[config.mk]
export PLATFORM = sky130hd
export DESIGN_NAME = tm_engine
export DESIGN_NICKNAME = d
export VERILOG_FILES = /design/src/rtl/tm_engine.sv
export SDC_FILE = /design/constraint.sdc
export NUM_CORES = 1
export LEC_CHECK = 0
export BUFFER_PORTS_ARGS = -buffer_cell sky130_fd_sc_hd__buf_4
export CAP_MARGIN = 10
export CELL_PAD_IN_SITES_DETAIL_PLACEMENT = 1
export CELL_PAD_IN_SITES_GLOBAL_PLACEMENT = 2
export CORE_MARGIN = 2
export CORE_UTILIZATION = 46
export DETAILED_ROUTE_END_ITERATION = 8
export PLACE_DENSITY_LB_ADDON = 0.1
export SLEW_MARGIN = 5
export SYNTH_ARGS = -nofsm -noshare
export SYNTH_HDL_FRONTEND = slang
export SYNTH_SLANG_ARGS = --single-unit
export TNS_END_PERCENT = 10
[constraint.sdc]
create_clock -name clk -period 11.45 [get_ports clk]
set_clock_uncertainty 0.2 [all_clocks]
set_input_delay 2.29 -clock clk [delete_from_list [all_inputs] [get_ports clk]]
set_output_delay 2.29 -clock clk [all_outputs]
set_load 0.005 [all_outputs]
[src/rtl/tm_engine.sv]
// Programmable Turing-machine engine: the host loads a rule table, then each run clears the tape
// and executes FETCH/EXEC steps until the machine halts, hits the step limit or runs off the tape.
module tm_engine #(
    parameter int STATE_W     = 1,
    parameter int SYM_W       = 3,
    parameter int TAPE_ADDR_W = 7,
    parameter int COUNT_W     = 64
) (
    input  logic                       clk,
    input  logic                       rst_n,
    input  logic                       rule_we,
    input  logic [STATE_W+SYM_W-1:0]   rule_addr,
    input  logic [2+SYM_W+STATE_W-1:0] rule_wdata,
    input  logic                       start,
    input  logic [COUNT_W-1:0]         step_limit,
    output logic                       busy,
    output logic                       done,
    output logic [1:0]                 status,
    output logic [COUNT_W-1:0]         steps,
    output logic [TAPE_ADDR_W:0]       sigma,
    output logic [TAPE_ADDR_W-1:0]     pos,
    output logic [STATE_W-1:0]         cur_state
);
    localparam int RULE_AW    = STATE_W + SYM_W;
    localparam int RULE_W     = 2 + SYM_W + STATE_W;
    localparam int RULE_DEPTH = 1 << RULE_AW;
    localparam int CELLS      = 1 << TAPE_ADDR_W;
    localparam logic [TAPE_ADDR_W-1:0] POS_CENTRE = TAPE_ADDR_W'(CELLS / 2);
    localparam logic [TAPE_ADDR_W-1:0] POS_MAX    = TAPE_ADDR_W'(CELLS - 1);
    localparam logic [1:0] ST_NONE = 2'd0;
    localparam logic [1:0] ST_HALT = 2'd1;
    localparam logic [1:0] ST_LIM  = 2'd2;
    localparam logic [1:0] ST_OVF  = 2'd3;

    typedef enum logic [2:0] {S_IDLE, S_CLEAR, S_FETCH, S_EXEC, S_DONE} fsm_e;

    fsm_e                   fsm_q, fsm_d;
    logic [COUNT_W-1:0]     limit_q, limit_d;
    logic [COUNT_W-1:0]     steps_q, steps_d;
    logic [TAPE_ADDR_W:0]   sigma_q, sigma_d;
    logic [TAPE_ADDR_W-1:0] pos_q, pos_d;
    logic [TAPE_ADDR_W-1:0] clr_q, clr_d;
    logic [STATE_W-1:0]     cur_q, cur_d;
    logic                   busy_q, busy_d;
    logic                   done_q, done_d;
    logic [1:0]             status_q, status_d;

    logic [RULE_W-1:0]      rule_mem [RULE_DEPTH];
    logic [SYM_W-1:0]       tape_mem [CELLS];
    logic [SYM_W-1:0]       rdata_q;

    logic [RULE_W-1:0]      rule_s;
    logic                   rule_halt_s;
    logic [SYM_W-1:0]       rule_sym_s;
    logic                   rule_dir_s;
    logic [STATE_W-1:0]     rule_next_s;
    logic [COUNT_W-1:0]     steps_inc_s;
    logic [TAPE_ADDR_W-1:0] tape_addr_s;
    logic                   tape_we_s;
    logic [SYM_W-1:0]       tape_wdata_s;

    assign rule_s      = rule_mem[{cur_q, rdata_q}];
    assign rule_halt_s = rule_s[RULE_W-1];
    assign rule_sym_s  = rule_s[RULE_W-2 -: SYM_W];
    assign rule_dir_s  = rule_s[STATE_W];
    assign rule_next_s = rule_s[STATE_W-1:0];
    assign steps_inc_s = (&steps_q) ? steps_q : steps_q + COUNT_W'(1);
    assign tape_addr_s = (fsm_q == S_CLEAR) ? clr_q : pos_q;

    // Rule table write port, frozen while a run is in progress
    always_ff @(posedge clk) begin
        if (rule_we && !busy_q) begin
            rule_mem[rule_addr] <= rule_wdata;
        end
    end

    // Single-port tape RAM with registered read data
    always_ff @(posedge clk) begin
        if (tape_we_s) begin
            tape_mem[tape_addr_s] <= tape_wdata_s;
        end
        rdata_q <= tape_mem[tape_addr_s];
    end

    // Next-state logic for the run controller
    always_comb begin
        fsm_d        = fsm_q;
        limit_d      = limit_q;
        steps_d      = steps_q;
        sigma_d      = sigma_q;
        pos_d        = pos_q;
        clr_d        = clr_q;
        cur_d        = cur_q;
        busy_d       = busy_q;
        done_d       = done_q;
        status_d     = status_q;
        tape_we_s    = 1'b0;
        tape_wdata_s = '0;
        case (fsm_q)
            S_IDLE, S_DONE: begin
                if (start) begin
                    limit_d  = step_limit;
                    steps_d  = '0;
                    sigma_d  = '0;
                    done_d   = 1'b0;
                    status_d = ST_NONE;
                    busy_d   = 1'b1;
                    clr_d    = '0;
                    fsm_d    = S_CLEAR;
                end else begin
                    fsm_d = fsm_q;
                end
            end
            S_CLEAR: begin
                tape_we_s = 1'b1;
                clr_d     = clr_q + TAPE_ADDR_W'(1);
                if (clr_q == POS_MAX) begin
                    pos_d = POS_CENTRE;
                    cur_d = '0;
                    fsm_d = S_FETCH;
                end else begin
                    fsm_d = S_CLEAR;
                end
            end
            S_FETCH: begin
                fsm_d = S_EXEC;
            end
            S_EXEC: begin
                // The limit check precedes the rule so a limited run never executes step limit+1
                if ((limit_q != '0) && (steps_q == limit_q)) begin
                    status_d = ST_LIM;
                    busy_d   = 1'b0;
                    done_d   = 1'b1;
                    fsm_d    = S_DONE;
                end else if (rule_halt_s) begin
                    steps_d  = steps_inc_s;
                    status_d = ST_HALT;
                    busy_d   = 1'b0;
                    done_d   = 1'b1;
                    fsm_d    = S_DONE;
                end else begin
                    tape_we_s    = 1'b1;
                    tape_wdata_s = rule_sym_s;
                    steps_d      = steps_inc_s;
                    cur_d        = rule_next_s;
                    if ((rdata_q == '0) && (rule_sym_s != '0)) begin
                        sigma_d = sigma_q + (TAPE_ADDR_W+1)'(1);
                    end else if ((rdata_q != '0) && (rule_sym_s == '0)) begin
                        sigma_d = sigma_q - (TAPE_ADDR_W+1)'(1);
                    end else begin
                        sigma_d = sigma_q;
                    end
                    if ((rule_dir_s && (pos_q == POS_MAX)) || (!rule_dir_s && (pos_q == '0))) begin
                        status_d = ST_OVF;
                        busy_d   = 1'b0;
                        done_d   = 1'b1;
                        fsm_d    = S_DONE;
                    end else if (rule_dir_s) begin
                        pos_d = pos_q + TAPE_ADDR_W'(1);
                        fsm_d = S_FETCH;
                    end else begin
                        pos_d = pos_q - TAPE_ADDR_W'(1);
                        fsm_d = S_FETCH;
                    end
                end
            end
            default: begin
                fsm_d  = S_IDLE;
                busy_d = 1'b0;
            end
        endcase
    end

    // Controller and result registers
    always_ff @(posedge clk or negedge rst_n) begin
        if (!rst_n) begin
            fsm_q    <= S_IDLE;
            limit_q  <= '0;
            steps_q  <= '0;
            sigma_q  <= '0;
            pos_q    <= '0;
            clr_q    <= '0;
            cur_q    <= '0;
            busy_q   <= 1'b0;
            done_q   <= 1'b0;
            status_q <= ST_NONE;
        end else begin
            fsm_q    <= fsm_d;
            limit_q  <= limit_d;
            steps_q  <= steps_d;
            sigma_q  <= sigma_d;
            pos_q    <= pos_d;
            clr_q    <= clr_d;
            cur_q    <= cur_d;
            busy_q   <= busy_d;
            done_q   <= done_d;
            status_q <= status_d;
        end
    end

    assign busy      = busy_q;
    assign done      = done_q;
    assign status    = status_q;
    assign steps     = steps_q;
    assign sigma     = sigma_q;
    assign pos       = pos_q;
    assign cur_state = cur_q;
endmodule

==> impl_metrics.csv <==
group,metric,value,unit
outcome,outcome,"complete, no violations",
grt,grt.busiest_layer,"met2",
worst_hold_path,min_path_cells,2,
clock_tree,cts_tree,"done",
synthesis,syn_nets,2222,
pwr,p_sw,2.07,mW
synthesis,synth_enable_flop_cells,480,
pwr,seqPwrFrac,43.4,%
pwr,intPower,4.34,mW
clock_tree,cts_buffer_depth,3,
sta,period_minus_slack,4.99,ns
pwr,p_comb_share,22.4,%
synthesis,synth_common_cells,"edfxtp_1, nand2_1, nor2_1, dfrtp_1, a22oi_1",
grt,grt_use_met3,3.62,%
synthesis,synth_compound_area_share,11.3,%
die,rows,89,
grt,grt_overflow,0,
sta,relSlewSlack,19.4,%
final_layout,finalInstanceArea,0.0318,sq mm
clock_tree,h-tree-depth,3,
sta,timing.fmax,200,MHz
synthesis,yosys.area.top_type,"edfxtp_1",
critical_path,crit_chain,"mux4_2, a22oi_1, o21ai_0, or3_1, ha_1, inv_1, ha_1, a21o_1, a21oi_1, o21ai_0, o41ai_1, xnor2_1, and4_1, a211o_1",
route,routed_wl,84200,um
critical_path,worstSetupPathType,"flip-flop to flip-flop",
clock_tree,clock_sinks,641,
placement,numPortBuffers,161,
clock_tree,hold_buffers,0,
synthesis,synth-simple-area-share,12.8,%
grt,grt_use_met1,38.0,%
critical_path,critPathMaxStageDelay,1.04,ns
synthesis,synth_mux_area_share,3.35,%
clock_tree,clk_latency,0.62,ns
synthesis,netlist_top_cells_area,"edfxtp_1, dfrtp_1, nand2_1, a22oi_1, nor2_1",
synthesis,yosysSeqAreaShare,66.8,%
synthesis,syn_avg_cell_area,13.0,sq um
worst_hold_path,hold_path.class,"flip-flop to flip-flop",
pwr,peakVddDrop,0.137,mV
pwr,p_per_area,202,mW/mm^2
run,cap_viol_max_count,0,
placement,dpl.hpwl,54000,um
clock_tree,clk_pin_slew_worst_paths,0.07,ns
die,fp.dieW,249,um
placement,gp_congestion,0.859,
final_layout,nNetsFinal,2359,
route,dr.pass1.iters,5,
die,core,0.0591,sq mm
synthesis,synthXorXnorAreaFrac,2.41,%
synthesis,yosysTopAreaCellShare,52.2,%
synthesis,synthArstFlopShare,24.6,%
synthesis,ys_types,77,
die,io_pins,162,
placement,place_area,0.0295,sq mm
clock_tree,cts_made_buffers,71,
clock_tree,post-cts-setup-buffer-count,0,
die,dieArea,0.0620,sq mm
pwr,total_power,6.41,mW
synthesis,synth_ff_type,"edfxtp_1",
sta,hold_viol_final,0,
critical_path,cp.arrival,5.30,ns
synthesis,ys_ff_latch,641,
sta,final.period_utilization,43.6,%
grt,grt_max_degree,103,
synthesis,synth_top_family_by_area,"simple AND/OR/NAND/NOR gates",
final_layout,area_growth,15.1,%
sta,rsz0062_at_grt,"no",
grt,grt_pass1_vias,20100,
clock_tree,cts_resized,0,
route,ant_nets,0,
critical_path,critPathBufInv,1,
critical_path,crit_family,"compound AO/OA/AOI/OAI gates",
pwr,switching_share,32.3,%
pwr,leakage,11.4,nW
critical_path,crit_slowest_cell,"dfxtp_2",
route,drc_errors,0,
sta,slew_violations,0,
synthesis,synth-warning-count,0,
synthesis,yosys.cell_count.top_type,"edfxtp_1",
critical_path,setup.worst_path.end_class,"flip-flop",
pwr,p_clk_share,34.2,%
critical_path,crit_fanout,33,
synthesis,syn-instance-count,2128,
sta,tns,0,ns
route,viasPerCell,6.15,
critical_path,required,11.75,ns
grt,gr-usage-all-layers,27.1,%
route,post_drt_wl_per_cell,27.2,um
final_layout,final_util,53.7,%
sta,setup_viol,0,
critical_path,ff2ff_path_depth,14,
synthesis,synthAdderAreaFrac,0.780,%
die,die_y,249,um
route,drt-initial-drc-count,1756,
route,dr_total_vias,19000,
grt,grt_antenna_before_repair,1,
final_layout,drive_above_1_share,15.4,%
clock_tree,cts_root_buf,"clkbuf_16",
grt,grt_pass1_wl,128000,um
critical_path,path_depth,14,
die,start_util,46.7,%
critical_path,cp-start-kind,"flip-flop",
final_layout,fill_cells,5890,
sta,tightest_slew,1.20,ns
synthesis,synth.cell_area,0.0276,sq mm
grt,grt_util_met2,44.7,%
==> routing by layer <==
| layer | share of wire (%) | vias to the layer above |
|---|---|---|
| li1 | - | 8416 |
| met1 | 44 | 9978 |
| met2 | 49 | 519 |
| met3 | 5.1 | 110 |
| met4 | 1.9 | 0 |
| met5 | 0 | - |
==> logic make-up (layout without fill, tap and decap cells) <==
family                   Yosys count  after routing
AO/OA/AOI/OAI                    437            437
XOR/XNOR                          76             76
adder cells (fa/ha/maj)           16             16
buffers and inverters            151            343
flip-flops                       641            641
multiplexers                      69             69
other                              0              1
AND/OR/NAND/NOR                  738            738
==> cell type report <==
cell class | instances | area, sq um | share of cell area, %
Sequential cell | 641 | 18400 | 58.0
Clock buffer | 89 | 1880 | 5.93
Inverter | 26 | 97.6 | 0.307
Antenna cell | 1 | 2.50 | 0.00788
Multi-Input combinational cell | 1336 | 8610 | 27.1
Timing Repair Buffer | 189 | 1420 | 4.48
Clock inverter | 39 | 348 | 1.10
Tap cell | 773 | 967 | 3.05
==> sequential cells by signal, indices dropped and copies added, names as in the netlist <==
name / flops
rule_mem: 96
cur_state: 1
rdata_q: 3
pos: 7
limit_q: 64
tape_mem: 384
sigma: 8
fsm_q: 3
clr_q: 7
steps: 64
status: 2
busy: 1
done: 1
==> worst min-delay path, cell delays in order (launching register included) <==
cell     delay, ns
dfrtp_1       0.38
nand2_1       0.06
nand2_1       0.06
==> final timing paths <==
path	from	end	slack (ns)
min	limit_q[41]	limit_q[41]	0.33
min in group asynchronous	rst_n	limit_q[50]	1.59
max reg2reg	rdata_q[0]	sigma[7]	6.46
max in group asynchronous	rst_n	steps[17]	8.04
max	rdata_q[0]	sigma[7]	6.46
min reg2reg	limit_q[41]	limit_q[41]	0.33
==> through the flow <==
step	setup WS, ns	hold slack, ns	instances
3_5_place_dp	6.42	0.313	2965
6_report	6.46	0.325	3094
4_1_cts	6.41	0.328	3093
5_1_grt	6.05	0.352	3093
2_1_floorplan	6.96	0.287	2128
3_3_place_gp	6.50	0.311	2965
==> placed cells by master, fill, tap and decap left out, types with 6 or more instances in the layout <==
cell,synthesis,layout
o21a_1,8,8
nor3b_1,8,7
ha_1,14,14
clkinv_2,0,11
nand3_1,37,37
nand3b_1,9,9
o41ai_1,13,13
nand2b_1,18,18
nor2_1,175,175
a21oi_1,50,50
and2_1,10,6
xnor2_1,38,38
a22oi_1,96,96
buf_4,4,188
and3_1,21,21
nand2_1,289,288
nand4b_1,14,14
clkbuf_1,72,14
o21ai_4,0,6
a21o_1,12,12
a221oi_1,56,56
clkbuf_16,0,71
nand4_1,49,49
dfrtp_1,158,158
mux2i_1,44,42
o21ai_0,54,54
xor2_1,38,38
mux4_2,17,17
or4_1,8,8
a31oi_1,51,51
inv_1,26,26
edfxtp_1,480,480
a22o_1,49,49
clkinv_1,0,13
nor3_1,19,19
o31ai_1,8,7
nor4_1,30,30
or3_1,20,20
==> power groups by stage <==
stage,combinational (mW),clock [mW],sequential [mW]
final,1.44,2.19,2.78
after CTS,1.43,2.23,2.79
after floorplan,0.929,0,2.74
after detailed placement,1.42,0,2.83
after global routing,1.53,2.33,2.81
after global placement,1.39,0,2.83
No activity file was read; power rests on OpenSTA's default activity.
